<file path="config.mk">
export PLATFORM = sky130hd
export DESIGN_NAME = ram512_ctrl
export DESIGN_NICKNAME = d
export VERILOG_FILES = /design/src/rtl/mem_pkg.sv /design/src/rtl/ram512_ctrl.sv
export SDC_FILE = /design/constraint.sdc
export NUM_CORES = 1
export LEC_CHECK = 0
export ABC_AREA = 0
export ABC_CLOCK_PERIOD_IN_PS = 1350
export CAP_MARGIN = 0
export CORE_ASPECT_RATIO = 0.6
export CORE_MARGIN = 2
export CORE_UTILIZATION = 32
export CTS_CLUSTER_SIZE = 20
export DETAILED_ROUTE_END_ITERATION = 7
export HOLD_SLACK_MARGIN = 0.15
export PLACE_DENSITY = 0.81
export SYNTH_ARGS = -nofsm -noshare
export SYNTH_HDL_FRONTEND = slang
export SYNTH_SLANG_ARGS = --single-unit
export TNS_END_PERCENT = 30
</file>
<file path="constraint.sdc">
create_clock -name clk -period 1.35 [get_ports clk]
set_input_delay 0.27 -clock clk [delete_from_list [all_inputs] [get_ports clk]]
set_output_delay 0.27 -clock clk [all_outputs]
set_load 0.05 [all_outputs]
</file>
<file path="src/rtl/mem_pkg.sv">
// Shared sizing constants and controller state encoding for the ram512 request path.
package mem_pkg;

  localparam int DATA_W = 16;
  localparam int ADDR_W = 9;
  localparam int DEPTH  = 1 << ADDR_W;

  typedef enum logic {
    CLEAR = 1'b0,
    IDLE  = 1'b1
  } ctrl_state_t;

endpackage

</file>
<file path="src/rtl/ram512_ctrl.sv">
// Request front-end for ram512: zero-fills after reset, then serves single-word reads/writes.
// Reads return one cycle after acceptance through a one-deep response slot; req_ready drops while that slot is stalled.
module ram512_ctrl
  import mem_pkg::*;
#(
  parameter int DATA_W         = mem_pkg::DATA_W,
  parameter int ADDR_W         = mem_pkg::ADDR_W,
  parameter bit CLEAR_ON_RESET = 1'b1
) (
  input  logic              clk,
  input  logic              rst,
  input  logic              req_valid,
  output logic              req_ready,
  input  logic              req_we,
  input  logic [ADDR_W-1:0] req_addr,
  input  logic [DATA_W-1:0] req_wdata,
  output logic              rsp_valid,
  input  logic              rsp_ready,
  output logic [DATA_W-1:0] rsp_rdata,
  output logic              init_done,
  output logic [DATA_W-1:0] ram_in,
  output logic [ADDR_W-1:0] ram_addr,
  output logic              ram_load,
  input  logic [DATA_W-1:0] ram_out
);

  localparam logic [ADDR_W-1:0] LAST_ADDR = ADDR_W'((1 << ADDR_W) - 1);

  ctrl_state_t       r_state;
  logic [ADDR_W-1:0] r_clr_cnt;
  logic              r_rsp_valid;
  logic [DATA_W-1:0] r_rsp_rdata;

  logic w_clearing;
  logic w_acc;

  assign w_clearing = (r_state == CLEAR);

  // Writes share the read-slot condition so one acceptance rule covers both.
  assign req_ready = !rst && !w_clearing && (!r_rsp_valid || rsp_ready);
  assign w_acc     = req_valid && req_ready;

  assign init_done = (r_state == IDLE);
  assign rsp_valid = r_rsp_valid;
  assign rsp_rdata = r_rsp_rdata;

  assign ram_addr  = w_clearing ? r_clr_cnt : req_addr;
  assign ram_in    = w_clearing ? '0 : req_wdata;
  assign ram_load  = !rst && (w_clearing || (w_acc && req_we));

  always_ff @(posedge clk) begin
    if (rst) begin
      r_state     <= CLEAR_ON_RESET ? CLEAR : IDLE;
      r_clr_cnt   <= '0;
      r_rsp_valid <= 1'b0;
      r_rsp_rdata <= '0;
    end else begin
      case (r_state)
        CLEAR: begin
          // Counter wraps to 0 naturally on the last word.
          r_clr_cnt <= r_clr_cnt + 1'b1;
          if (r_clr_cnt == LAST_ADDR) begin
            r_state <= IDLE;
          end
        end
        IDLE: begin
          if (w_acc && !req_we) begin
            r_rsp_valid <= 1'b1;
            r_rsp_rdata <= ram_out;
          end else if (rsp_ready) begin
            r_rsp_valid <= 1'b0;
          end
        end
        default: r_state <= IDLE;
      endcase
    end
  end

endmodule

</file>
==> Yosys cells after proc, flatten, opt, wreduce, memory -nomap -nowiden <==
Cells that the tools add are included.
{ "op_classes": {"n_bitwise": 1, "n_eq_ne": 1, "n_reduce_logical": 14, "n_mux": 6, "addsub": 1} }
{ "ops": {"columns": ["cell", "count"], "rows": [
  ["$mux W16", 1],
  ["$add A9 B1 Y9 const B", 1],
  ["$eq A9 B9 Y1 const B", 1],
  ["$mux W9", 1],
  ["$logic_and A1 B1 Y1", 6],
  ["$mux W1", 4],
  ["$reduce_and A2 Y1", 2],
  ["$logic_not A1 Y1", 3],
  ["$logic_or A1 B1 Y1", 2],
  ["$reduce_bool A2 Y1", 1],
  ["$not A1 Y1", 1]
]} }
{ "word_totals": {"reg_bits": 27, "input_bits": 46, "out_inout_bits": 45, "word_cells": 27} }

==> Longest topological paths before layout <==
Gate-level depths: netlist of run 1.
{ "logic_depth": {"ltp_word": 7, "ltp_mapped": 6} }

==> Worst setup path after synthesis of run 1 <==
No wires, ideal clock.
{ "synth_path": {"path_type": "register to output", "from": "register r_state, in the netlist init_done", "to": "output port ram_load", "setup_slack_ns": -0.814, "n_path_buf": 1, "path_stages_with_launch": 5, "arrival_time_ns": 1.894, "cell_sequence": "dfxtp_1 -> buf_4 -> and2b_4 -> nand4_1 -> a21oi_1"} }
{ "synth_via": {"elab_chain_len": 6, "word_cells_on_any_way": 7, "cone_classes": "bitwise: 1; reduce/logical: 6"} }
{ "synth_rtl": {"columns": ["item", "line", "text"], "rows": [
  ["start: declaration", "ram512_ctrl.sv:29", "ctrl_state_t r_state;"],
  ["start signal: assignment", "ram512_ctrl.sv:53", "r_state <= CLEAR_ON_RESET ? CLEAR : IDLE;"],
  ["$logic_and A1 B1 Y1 (2 in series)", "ram512_ctrl.sv:40", "assign req_ready = !rst && !w_clearing && (!r_rsp_valid || rsp_ready);"],
  ["$logic_and A1 B1 Y1", "ram512_ctrl.sv:41", "assign w_acc = req_valid && req_ready;"],
  ["$logic_and A1 B1 Y1", "ram512_ctrl.sv:49", "assign ram_load = !rst && (w_clearing || (w_acc && req_we));"],
  ["$logic_or A1 B1 Y1 *", "ram512_ctrl.sv:49", null],
  ["$logic_and A1 B1 Y1 *", "ram512_ctrl.sv:49", null],
  ["end: declaration", "ram512_ctrl.sv:23", "output logic ram_load,"]
]} }
Mark *: on every way between the ends. The rest lies on a longest branch, timed or not.

==> Final worst setup path of run 1 <==
{ "layout_path": {"from": "register r_state, in the netlist init_done", "to": "output port ram_addr[3]"} }
{ "layout_via": {"elab_chain_len": 1} }
{ "layout_rtl": {"columns": ["item", "line", "text"], "rows": [
  ["$mux W9", "ram512_ctrl.sv:47", "assign ram_addr = w_clearing ? r_clr_cnt : req_addr;"],
  ["end: declaration", "ram512_ctrl.sv:22", "output logic [ADDR_W-1:0] ram_addr,"]
]} }
Every way passes these cells.

==> flow_summary.ini, run 1 <==
[worst_setup_path]
crit_path_start_kind = flop
crit_path_max_fanout = 6
slowest_delay_ns = 0.41
cpLargestDelayFamily = flip-flops
crit_slowest_cell = sky130_fd_sc_hd__dfxtp_4
timing.rr.start = init_done
crit_required_ns = 1.08
r2r_end = rsp_rdata[14]
crit_type = flop to output port
critical_path.n_buffers_inverters = 2
worst-r2r-cell-count = 5
critical_path.endpoint_type = output port
crit_chain = buf_6 -> mux2_4 -> buf_12
worst-r2r-setup-slack_ns = -0.04
cp.arrival_ns = 1.30

[die]
initial_core_util_pct = 33.6
core_region_area_um2 = 4120
ios = 91
dieHeight_um = 55.0
die_x_um = 88.9
floorplan_row_count = 18
die_area_um2 = 4890

[power]
cellLeakagePower_nw = 1.28
cellPowerDensity_nw_per_um2 = 500
totalPowerFinal_mw = 1.55
max-vdd-ir-drop_mv = 0.452

[synthesis]
ys_ff_latch = 27
synth_warnings = 0
synth_top_family_by_area = simple AND/OR/NAND/NOR gates
post_synth_xor_area_fraction_pct = 2.53
synth_compound_area_share_pct = 2.89
postSynthCellCount = 135
yosysUniqueCellTypes = 25
synth.area.mux_share_pct = 24.2
post_synth_fa_ha_maj_area_fraction_pct = 1.81
synth-simple-area-share_pct = 26.3
yosysSeqAreaShare_pct = 39.0
avgSynthCellArea_um2 = 10.3
synthesis.nets = 183
netlist_area_um2 = 1390

[cells_and_area]
area_delta_synth_final_pct = 124
num_antenna_cells = 0
fraction_of_final_layout_cells_sized_beyond_drive_strength_1_pct = 48.3
layout.core_utilization_pct = 75.2
finish.net_count = 287

[grt]
globalRouteOverflowTotal = 0
via_count_of_the_first_global_routing_pass = 1313
antenna_found_initial = 0
largest_net_degree_at_the_start_of_global_routing = 29
wire_length_of_the_first_global_routing_pass_um = 6270
globalRouteTotalUtil_pct = 17.0

[sta]
timing_worst_slew_pin_value_ns = 0.329
post-route-min-period_ns = 1.57
fmaxAchievable_mhz = 635
fin_worst_skew_ns = 0.00459
final_critical_path_setup_slack_ns = -0.225
setup_viol_count_final = 42
layout_worst_path_cycle_share_pct = 117
rsz0062_at_grt = yes
maxSlewViolCount = 0
timing.slew.headroom_pct = 78.1
final_hold_viols = 0

[drt]
detail_route.vias_per_cell = 4.51
detail_route.iter0.violations = 9
dr_total_vias = 1345
drt-wirelength-per-cell_um = 14.0
wl_um = 4180
ant_nets = 0
drcViolationCount = 0
drtPass1Iterations = 4

[clock_network]
cts_sinks = 27
insertion_delay_of_the_later_clocked_pin_in_the_worst_skew_pair_ns = 0.27
cts_tree = done
numCtsBuffers = 3
cts.reportedPaths.clkPinSlew_ns = 0.09
maximum_clock_path_buffer_count = 2
cts_hold_buf = 0
ctsHtreeMaxLevel = 1
cts_root_buffer = sky130_fd_sc_hd__clkbuf_8

[placed_design]
pre_cts_ws_ns = -0.353
finalWeightedCongestion = 0.690
detailedPlacementHpwl_um = 3280
place.port_buffers = 90

[status]
violations = negative setup slack
run_status = finished with violations

[worst_hold_path]
hold_path_end = rsp_valid
holdCritStartpoint = rsp_ready
hold_path_depth = 4
min_path_type = input port to flop

[run]
timing.max_cap.violations = 0
==> worst max path at each step <==
stage / start / to / cells past startpoint
6_report: init_done / ram_addr[3] / 3
5_1_grt: init_done / ram_load / 4
4_1_cts: init_done / ram_load / 4
3_5_place_dp: rst / ram_load / 5
3_3_place_gp: rst / ram_load / 5
2_1_floorplan: init_done / ram_load / 4
==> stage by stage <==
stage	TNS (ns)	hold slack, ns	std cells	instance area, um^2
global route	-6.58	0.428	298	3100
floorplan	-3.26	0.413	135	1460
CTS	-5.05	0.406	296	3050
finish	-4.50	0.413	298	3100
detailed placement	-6.27	0.487	289	2940
global placement	-6.15	0.486	289	2940
==> cells in the final DEF, fill, tap and decap left out, types with 3 or more instances in the layout <==
master / n
sky130_fd_sc_hd__nor2b_1: 17
sky130_fd_sc_hd__clkbuf_8: 3
sky130_fd_sc_hd__nor2_1: 9
sky130_fd_sc_hd__or3_1: 3
sky130_fd_sc_hd__buf_4: 9
sky130_fd_sc_hd__a21oi_1: 4
sky130_fd_sc_hd__and2_4: 17
sky130_fd_sc_hd__buf_6: 4
sky130_fd_sc_hd__dfxtp_1: 24
sky130_fd_sc_hd__nand2_1: 3
sky130_fd_sc_hd__clkdlybuf4s50_1: 43
sky130_fd_sc_hd__xor2_1: 3
sky130_fd_sc_hd__mux2_4: 18
sky130_fd_sc_hd__buf_12: 48
sky130_fd_sc_hd__mux2_2: 7
sky130_fd_sc_hd__o21ai_0: 3
==> per-layer routing <==
layer | part of all wire, % | track usage, % | routed length [um]
met3 | 8.0 | 5.93 | 334
met5 | 0 | 0 | 0
met2 | 48 | 29.5 | 1990
met4 | 0 | 2.74 | 0
met1 | 44 | 21.1 | 1850
==> registers in the layout (all words and copies together) (netlist names) <==
signal     cells
rsp_rdata     16
r_clr_cnt      9
rsp_valid      1
init_done      1
==> layout make-up <==
cell class              instances  area [um^2]
repair buffers                107         1540
fillers                       285         1020
multi-input cells             100          897
flip-flops and latches         27          547
well taps                      60         75.1
clock buffers                   4         45.0
==> worst min-delay path: cells and delay by family <==
kind,cells,cell delay [ns]
buf+inv,1,0.21
simple gates,2,0.11
compound gates,1,0.06
==> where the power goes <==
| group | leakage, nW | switching, mW | total, mW | internal (mW) |
|---|---|---|---|---|
| clock network | 0.0228 | 0.254 | 0.466 | 0.212 |
| registers | 0.220 | 0.00655 | 0.809 | 0.802 |
| logic | 1.04 | 0.0956 | 0.276 | 0.181 |
| total | 1.28 | 0.357 | 1.55 | 1.19 |
==> cells by family (layout without fill, tap and decap cells) <==
kind of cell	after synthesis	in the layout
simple gates	59	59
xor+xnor	4	4
compound gates	8	8
fa+ha+maj	2	2
buf+inv	8	111
mux	27	27
flops	27	27
==> cell usage after synthesis <==
cell type / number / share of area (%)
sky130_fd_sc_hd__and2_1: 17 / 7.7
sky130_fd_sc_hd__o21ai_0: 3 / 1.1
sky130_fd_sc_hd__mux2_2: 16 / 13
sky130_fd_sc_hd__nor2b_1: 17 / 7.7
sky130_fd_sc_hd__or3_1: 3 / 1.4
sky130_fd_sc_hd__and2b_4: 1 / 0.72
sky130_fd_sc_hd__nor2_1: 9 / 2.4
sky130_fd_sc_hd__nand3_1: 2 / 0.72
sky130_fd_sc_hd__buf_4: 1 / 0.54
sky130_fd_sc_hd__xor2_1: 3 / 1.9
sky130_fd_sc_hd__a21oi_1: 5 / 1.8
sky130_fd_sc_hd__nand4_1: 2 / 0.90
sky130_fd_sc_hd__mux2i_1: 2 / 1.4
sky130_fd_sc_hd__nand4b_4: 1 / 1.7
sky130_fd_sc_hd__nand2b_1: 1 / 0.45
sky130_fd_sc_hd__clkbuf_1: 3 / 0.81
sky130_fd_sc_hd__dfxtp_1: 27 / 39
sky130_fd_sc_hd__nand3b_1: 1 / 0.54
sky130_fd_sc_hd__nand4b_1: 2 / 1.3
sky130_fd_sc_hd__ha_1: 2 / 1.8
sky130_fd_sc_hd__xnor2_1: 1 / 0.63
sky130_fd_sc_hd__nand2_1: 3 / 0.81
sky130_fd_sc_hd__buf_6: 1 / 0.81
sky130_fd_sc_hd__mux2_4: 9 / 9.8
sky130_fd_sc_hd__buf_2: 3 / 1.1
==> timing repair <==
action	in CTS	in global routing
buffers inserted	3	2
resized for setup	16	12
setup endpoints to repair	41	47
pin swaps	2	5
Note: power is estimated with default switching activity, not from simulation.
==> run 2, diff against run 1 <==
--- a/config.mk
+++ b/config.mk
@@ -6,15 +6,16 @@
 export NUM_CORES = 1
 export LEC_CHECK = 0
 export ABC_AREA = 0
-export ABC_CLOCK_PERIOD_IN_PS = 1350
+export ABC_CLOCK_PERIOD_IN_PS = 1900
 export CAP_MARGIN = 0
 export CORE_ASPECT_RATIO = 0.6
 export CORE_MARGIN = 2
-export CORE_UTILIZATION = 32
+export CORE_UTILIZATION = 38
+export CTS_CLUSTER_DIAMETER = 40
 export CTS_CLUSTER_SIZE = 20
 export DETAILED_ROUTE_END_ITERATION = 7
 export HOLD_SLACK_MARGIN = 0.15
-export PLACE_DENSITY = 0.81
+export PLACE_DENSITY = 0.89
 export SYNTH_ARGS = -nofsm -noshare
 export SYNTH_HDL_FRONTEND = slang
 export SYNTH_SLANG_ARGS = --single-unit
==> constraint.sdc (replaced) <==
create_clock -name clk -period 1.9 [get_ports clk]
set_input_delay 0.38 -clock clk [delete_from_list [all_inputs] [get_ports clk]]
set_output_delay 0.38 -clock clk [all_outputs]
set_load 0.05 [all_outputs]
==> flow_summary.ini, run 2 (synthesized netlist as in run 1, its figures left out) <==
[worst_setup_path]
crit_path_max_fanout = 2
crit_slowest_cell = sky130_fd_sc_hd__clkdlybuf4s50_1
r2r_end = r_clr_cnt[5]
worst-r2r-setup-slack_ns = 0.45
cpLargestDelayFamily = buffers and inverters
crit_required_ns = 1.52
cp.arrival_ns = 1.45
crit_chain = clkdlybuf4s50_1 -> nand4_1 -> a21oi_4 -> buf_12
timing.rr.start = init_done
critical_path.endpoint_type = output port
critical_path.n_buffers_inverters = 2
crit_type = input port to output port
worst-r2r-cell-count = 4
slowest_delay_ns = 0.53
crit_path_start_kind = input port

[cells_and_area]
layout_common_cells = sky130_fd_sc_hd__clkdlybuf4s50_1, sky130_fd_sc_hd__dfxtp_1, sky130_fd_sc_hd__buf_12
largest_register_ffs = 16
num_antenna_cells = 0
fraction_of_final_layout_cells_sized_beyond_drive_strength_1_pct = 32.0
area_delta_synth_final_pct = 87.9
finish.net_count = 277
most_frequent_standard_cell_in_the_layout_excluding_fill_and_tap_cells = sky130_fd_sc_hd__clkdlybuf4s50_1

[grt]
antenna_found_initial = 0
globalRouteOverflowTotal = 0
largest_net_degree_at_the_start_of_global_routing = 29
wire_length_of_the_first_global_routing_pass_um = 5580
via_count_of_the_first_global_routing_pass = 1240
globalRouteTotalUtil_pct = 17.3

[drt]
drcViolationCount = 0
detail_route.iter0.violations = 27
wl_um = 3530
uppermost_layer_routed = met3
ant_nets = 0
detail_route.vias_per_cell = 4.59
drt-wirelength-per-cell_um = 12.9
route.layer.met1.wl_um = 1510
met2_wirelength_um = 1680
dr_wl_met3_um = 341
dr_total_vias = 1254
drtPass1Iterations = 4

[worst_hold_path]
min_path_type = input port to flop
hold_path_end = rsp_valid
hold_path_depth = 4
holdCritStartpoint = rsp_ready

[clock_network]
cts_root_buffer = sky130_fd_sc_hd__clkbuf_8
postCtsSetupRepairBufs = 0
maximum_clock_path_buffer_count = 2
cts.reportedPaths.clkPinSlew_ns = 0.08
cts_tree = done
cts_sinks = 27
numCtsBuffers = 3
ctsHtreeMaxLevel = 1
insertion_delay_of_the_later_clocked_pin_in_the_worst_skew_pair_ns = 0.27

[die]
floorplan_row_count = 16
core_region_area_um2 = 3360
die_area_um2 = 4160
ios = 91
dieHeight_um = 50.8
die_x_um = 81.9
initial_core_util_pct = 41.2

[sta]
final_critical_path_setup_slack_ns = 0.0729
maxSlewViolCount = 0
rsz0062_at_grt = no
setup_viol_count_final = 0
fin_worst_skew_ns = 0.00247
setup_total_negative_slack_ns = 0
layout_worst_path_cycle_share_pct = 96.2
fmaxAchievable_mhz = 547
fin_worst_hold_slack_ns = 0.429
timing_worst_slew_pin_value_ns = 0.507
post-route-min-period_ns = 1.83
final_hold_viols = 0
timing.slew.headroom_pct = 66.1

[placed_design]
place.port_buffers = 90
finalWeightedCongestion = 0.681
pre_cts_ws_ns = -0.0542
detailedPlacementHpwl_um = 2860

[power]
cellPowerDensity_nw_per_um2 = 406
cellLeakagePower_nw = 1.09
max-vdd-ir-drop_mv = 0.343

[run]
timing.max_cap.violations = 0

[status]
run_status = complete, no violations
==> run 2: changes by cell type in the layout (fill, tap and decap cells not counted), moves of 2 or more <==
cell / change
sky130_fd_sc_hd__buf_12: -28
sky130_fd_sc_hd__and2_4: -17
sky130_fd_sc_hd__and2_2: +5
sky130_fd_sc_hd__and2_1: +12
sky130_fd_sc_hd__clkdlybuf4s50_1: +16
sky130_fd_sc_hd__mux2_4: -9
sky130_fd_sc_hd__dfxtp_2: -2
sky130_fd_sc_hd__mux2_2: +9
sky130_fd_sc_hd__buf_6: -3
sky130_fd_sc_hd__buf_4: +6
sky130_fd_sc_hd__dfxtp_1: +3
==> run 2: worst min-delay path: cells and delay by family <==
kind / cells / cell delay (ns)
AO/OA/AOI/OAI: 1 / 0.05
AND/OR/NAND/NOR: 2 / 0.12
buffers and inverters: 1 / 0.10
==> run 2: timing repair <==
item / 4_1_cts / 5_1_grt
cloned: 0 / 0
pin swaps: 1 / 2
hold buffers: 0 / 0
endpoints found under the setup margin: 1 / 10
hold endpoints to repair: 0 / 0
resized for setup: 1 / 3
==> run 2: how the worst max path moves through the flow <==
stage / endpoint / slack (ns) / cells past startpoint / startpoint
after floorplan: ram_in[11] / -0.05 / 3 / init_done
after global placement: ram_load / -0.006 / 5 / rst
after detailed placement: ram_load / -0.05 / 5 / rst
after CTS: ram_load / 0.03 / 5 / rsp_ready
after global routing: ram_load / 0.01 / 4 / req_valid
final: ram_load / 0.07 / 4 / req_valid
==> run 2: layer usage <==
metal	vias up	GRT usage (%)
met5	-	0
met4	0	1.39
met3	0	7.01
met2	47	29.9
met1	567	20.8
li1	640	-
==> run 2: layout make-up <==
cell class                      count  area [um^2]
Clock buffer                        4         45.0
Multi-Input combinational cell    100          825
Sequential cell                    27          541
Tap cell                           45         56.3
Fill cell                         230          761
Timing Repair Buffer               97         1140
==> run 2: stage by stage <==
step / instances / utilization (%) / power [mW] / instance area [um^2]
after floorplan: 135 / - / 0.642 / 1400
after global placement: 269 / 75.7 / 0.751 / 2540
after detailed placement: 269 / 75.7 / 0.755 / 2540
after CTS: 273 / 77.0 / 1.06 / 2590
after global routing: 273 / 77.4 / 1.10 / 2600
final: 273 / 77.4 / 1.06 / 2600
==> run 2: power breakdown <==
| part | internal, mW | switching [mW] |
|---|---|---|
| clock | 0.150 | 0.165 |
| combinational | 0.105 | 0.0573 |
| sequential | 0.571 | 0.00718 |
| total | 0.826 | 0.229 |
==> run 3, diff against run 2 <==
--- a/config.mk
+++ b/config.mk
@@ -9,11 +9,12 @@
 export ABC_CLOCK_PERIOD_IN_PS = 1900
 export CAP_MARGIN = 0
 export CORE_ASPECT_RATIO = 0.6
-export CORE_MARGIN = 2
+export CORE_MARGIN = 1
 export CORE_UTILIZATION = 38
 export CTS_CLUSTER_DIAMETER = 40
 export CTS_CLUSTER_SIZE = 20
 export DETAILED_ROUTE_END_ITERATION = 7
+export GPL_TIMING_DRIVEN = 0
 export HOLD_SLACK_MARGIN = 0.15
 export PLACE_DENSITY = 0.89
 export SYNTH_ARGS = -nofsm -noshare
==> flow_summary.ini, run 3 (synthesized netlist as in run 1, its figures left out) <==
[sta]
maxSlewViolCount = 0
fin_worst_skew_ns = 0.00222
timing_worst_slew_pin_value_ns = 0.520
fmaxAchievable_mhz = 540
rsz0062_at_grt = no
timing.slew.headroom_pct = 65.3
layout_worst_path_cycle_share_pct = 97.5
final_hold_viols = 0
setup_viol_count_final = 0
post-route-min-period_ns = 1.85
final_critical_path_setup_slack_ns = 0.0467

[die]
ios = 91
die_area_um2 = 3900
dieHeight_um = 48.8
floorplan_row_count = 16
initial_core_util_pct = 41.2
die_x_um = 79.9
core_region_area_um2 = 3360

[cells_and_area]
num_antenna_cells = 0
finish.net_count = 277
multi_input_logic_area_um2 = 825
fraction_of_final_layout_cells_sized_beyond_drive_strength_1_pct = 32.0
fillerInstances = 280
most_frequent_standard_cell_in_the_layout_excluding_fill_and_tap_cells = sky130_fd_sc_hd__clkdlybuf4s50_1
layout_common_cells = sky130_fd_sc_hd__clkdlybuf4s50_1, sky130_fd_sc_hd__dfxtp_1, sky130_fd_sc_hd__buf_2
seq_area_um2 = 542
layout.cells.non_filler = 273
largest_register_ffs = 16
area_delta_synth_final_pct = 66.7

[grt]
globalRouteTotalUtil_pct = 18.4
global_route.usage.met1_pct = 22.3
largest_net_degree_at_the_start_of_global_routing = 20
globalRouteOverflowTotal = 0
wire_length_of_the_first_global_routing_pass_um = 5550
via_count_of_the_first_global_routing_pass = 1246
groute.layer.met3.usage_pct = 6.60
top_usage_layer = met2
grt.met2_usage_pct = 31.5
antenna_found_initial = 0

[worst_setup_path]
crit_required_ns = 1.52
crit_chain = clkdlybuf4s50_1 -> nand2b_4 -> nand4_1 -> a21oi_4 -> buf_6
crit_type = input port to output port
critical_path.n_buffers_inverters = 2
crit_path_start_kind = input port
cp.arrival_ns = 1.47
critical_path.endpoint_type = output port
cpLargestDelayFamily = buffers and inverters
crit_path_max_fanout = 3
slowest_delay_ns = 0.48
crit_slowest_cell = sky130_fd_sc_hd__clkdlybuf4s50_1
critical_path.startpoint = rsp_ready
timing.rr.start = init_done

[clock_network]
cts_hold_buf = 0
numCtsBuffers = 3
cts_tree = done
postCtsSetupRepairBufs = 0
cts_root_buffer = sky130_fd_sc_hd__clkbuf_8
cts.reportedPaths.clkPinSlew_ns = 0.09
cts_sinks = 27
insertion_delay_of_the_later_clocked_pin_in_the_worst_skew_pair_ns = 0.27
ctsHtreeMaxLevel = 1
maximum_clock_path_buffer_count = 2

[power]
cellLeakagePower_nw = 1.04
cellPowerDensity_nw_per_um2 = 457
totalPowerFinal_mw = 1.06
max-vdd-ir-drop_mv = 0.258

[drt]
dr_total_vias = 1280
detail_route.iter0.violations = 16
wl_um = 3390
detail_route.vias_per_cell = 4.69
ant_nets = 0
drtPass1Iterations = 4
drt-wirelength-per-cell_um = 12.4
drcViolationCount = 0

[worst_hold_path]
holdCritStartpoint = r_clr_cnt[6]
min_path_type = flop to flop

[placed_design]
place_inst = 270
detailedPlacementHpwl_um = 2720
place.port_buffers = 90
finalWeightedCongestion = 0.701
pre_cts_ws_ns = -1.05

[run]
timing.max_cap.violations = 0

[status]
run_status = complete, no violations
run 3: cell types whose count changed in the layout (fill, tap and decap cells not counted), sizes merged:
cell	change
clkinv	+1
clkbuf	+3
buf	-6
clkdlybuf4s50	+2
run 3: final cells by class:
type	instances	share of cell area [%]
repair buffers	90	33.6
clock inverters	1	0.217
plain buffers	7	2.76
clock buffers	3	1.79
flip-flops and latches	27	23.5
multi-input cells	100	35.7
well taps	45	2.44
run 3: worst min-delay path: cells and delay by family (launching register included):
family / cells / cell delay [ns]
flip-flops: 1 / 0.33
AO/OA/AOI/OAI: 2 / 0.13
run 3: repair_timing:
action	in CTS	in global routing
setup endpoints to repair	27	17
resized for setup	139	11
hold endpoints to repair	0	0
pin swaps	1	1
run 3: path summary, 6_finish.rpt:
path / endpoint / slack [ns] / cells after the start
max: ram_load / 0.05 / 5
min: r_clr_cnt[6] / 0.51 / 2
max reg2reg: rsp_rdata[10] / 0.43 / 5
min reg2reg: r_clr_cnt[6] / 0.51 / 2
run 3: where the power goes:
part | switching (mW) | leakage, nW | internal (mW) | total (mW)
logic | 0.0567 | 0.800 | 0.102 | 0.158
registers | 0.00709 | 0.219 | 0.571 | 0.578
clock network | 0.172 | 0.0255 | 0.147 | 0.319
total | 0.236 | 1.04 | 0.820 | 1.06
run 3: through the flow:
| step | util, % | area, um^2 | hold WS (ns) | TNS, ns |
|---|---|---|---|---|
| final | 68.6 | 2310 | 0.508 | 0 |
| after global routing | 68.6 | 2310 | 0.544 | 0 |
| after CTS | 68.5 | 2300 | 0.510 | -0.347 |
| after detailed placement | 70.2 | 2360 | 0.474 | -10.24 |
| after global placement | 70.2 | 2360 | 0.462 | -9.22 |
| after floorplan | - | 1400 | 0.469 | -0.540 |
run 3: routing by layer:
| layer | up-vias | share of wire, % |
|---|---|---|
| met5 | - | 0 |
| li1 | 640 | - |
| met3 | 5 | 9.3 |
| met1 | 589 | 45 |
| met2 | 46 | 45 |
| met4 | 0 | 0.65 |
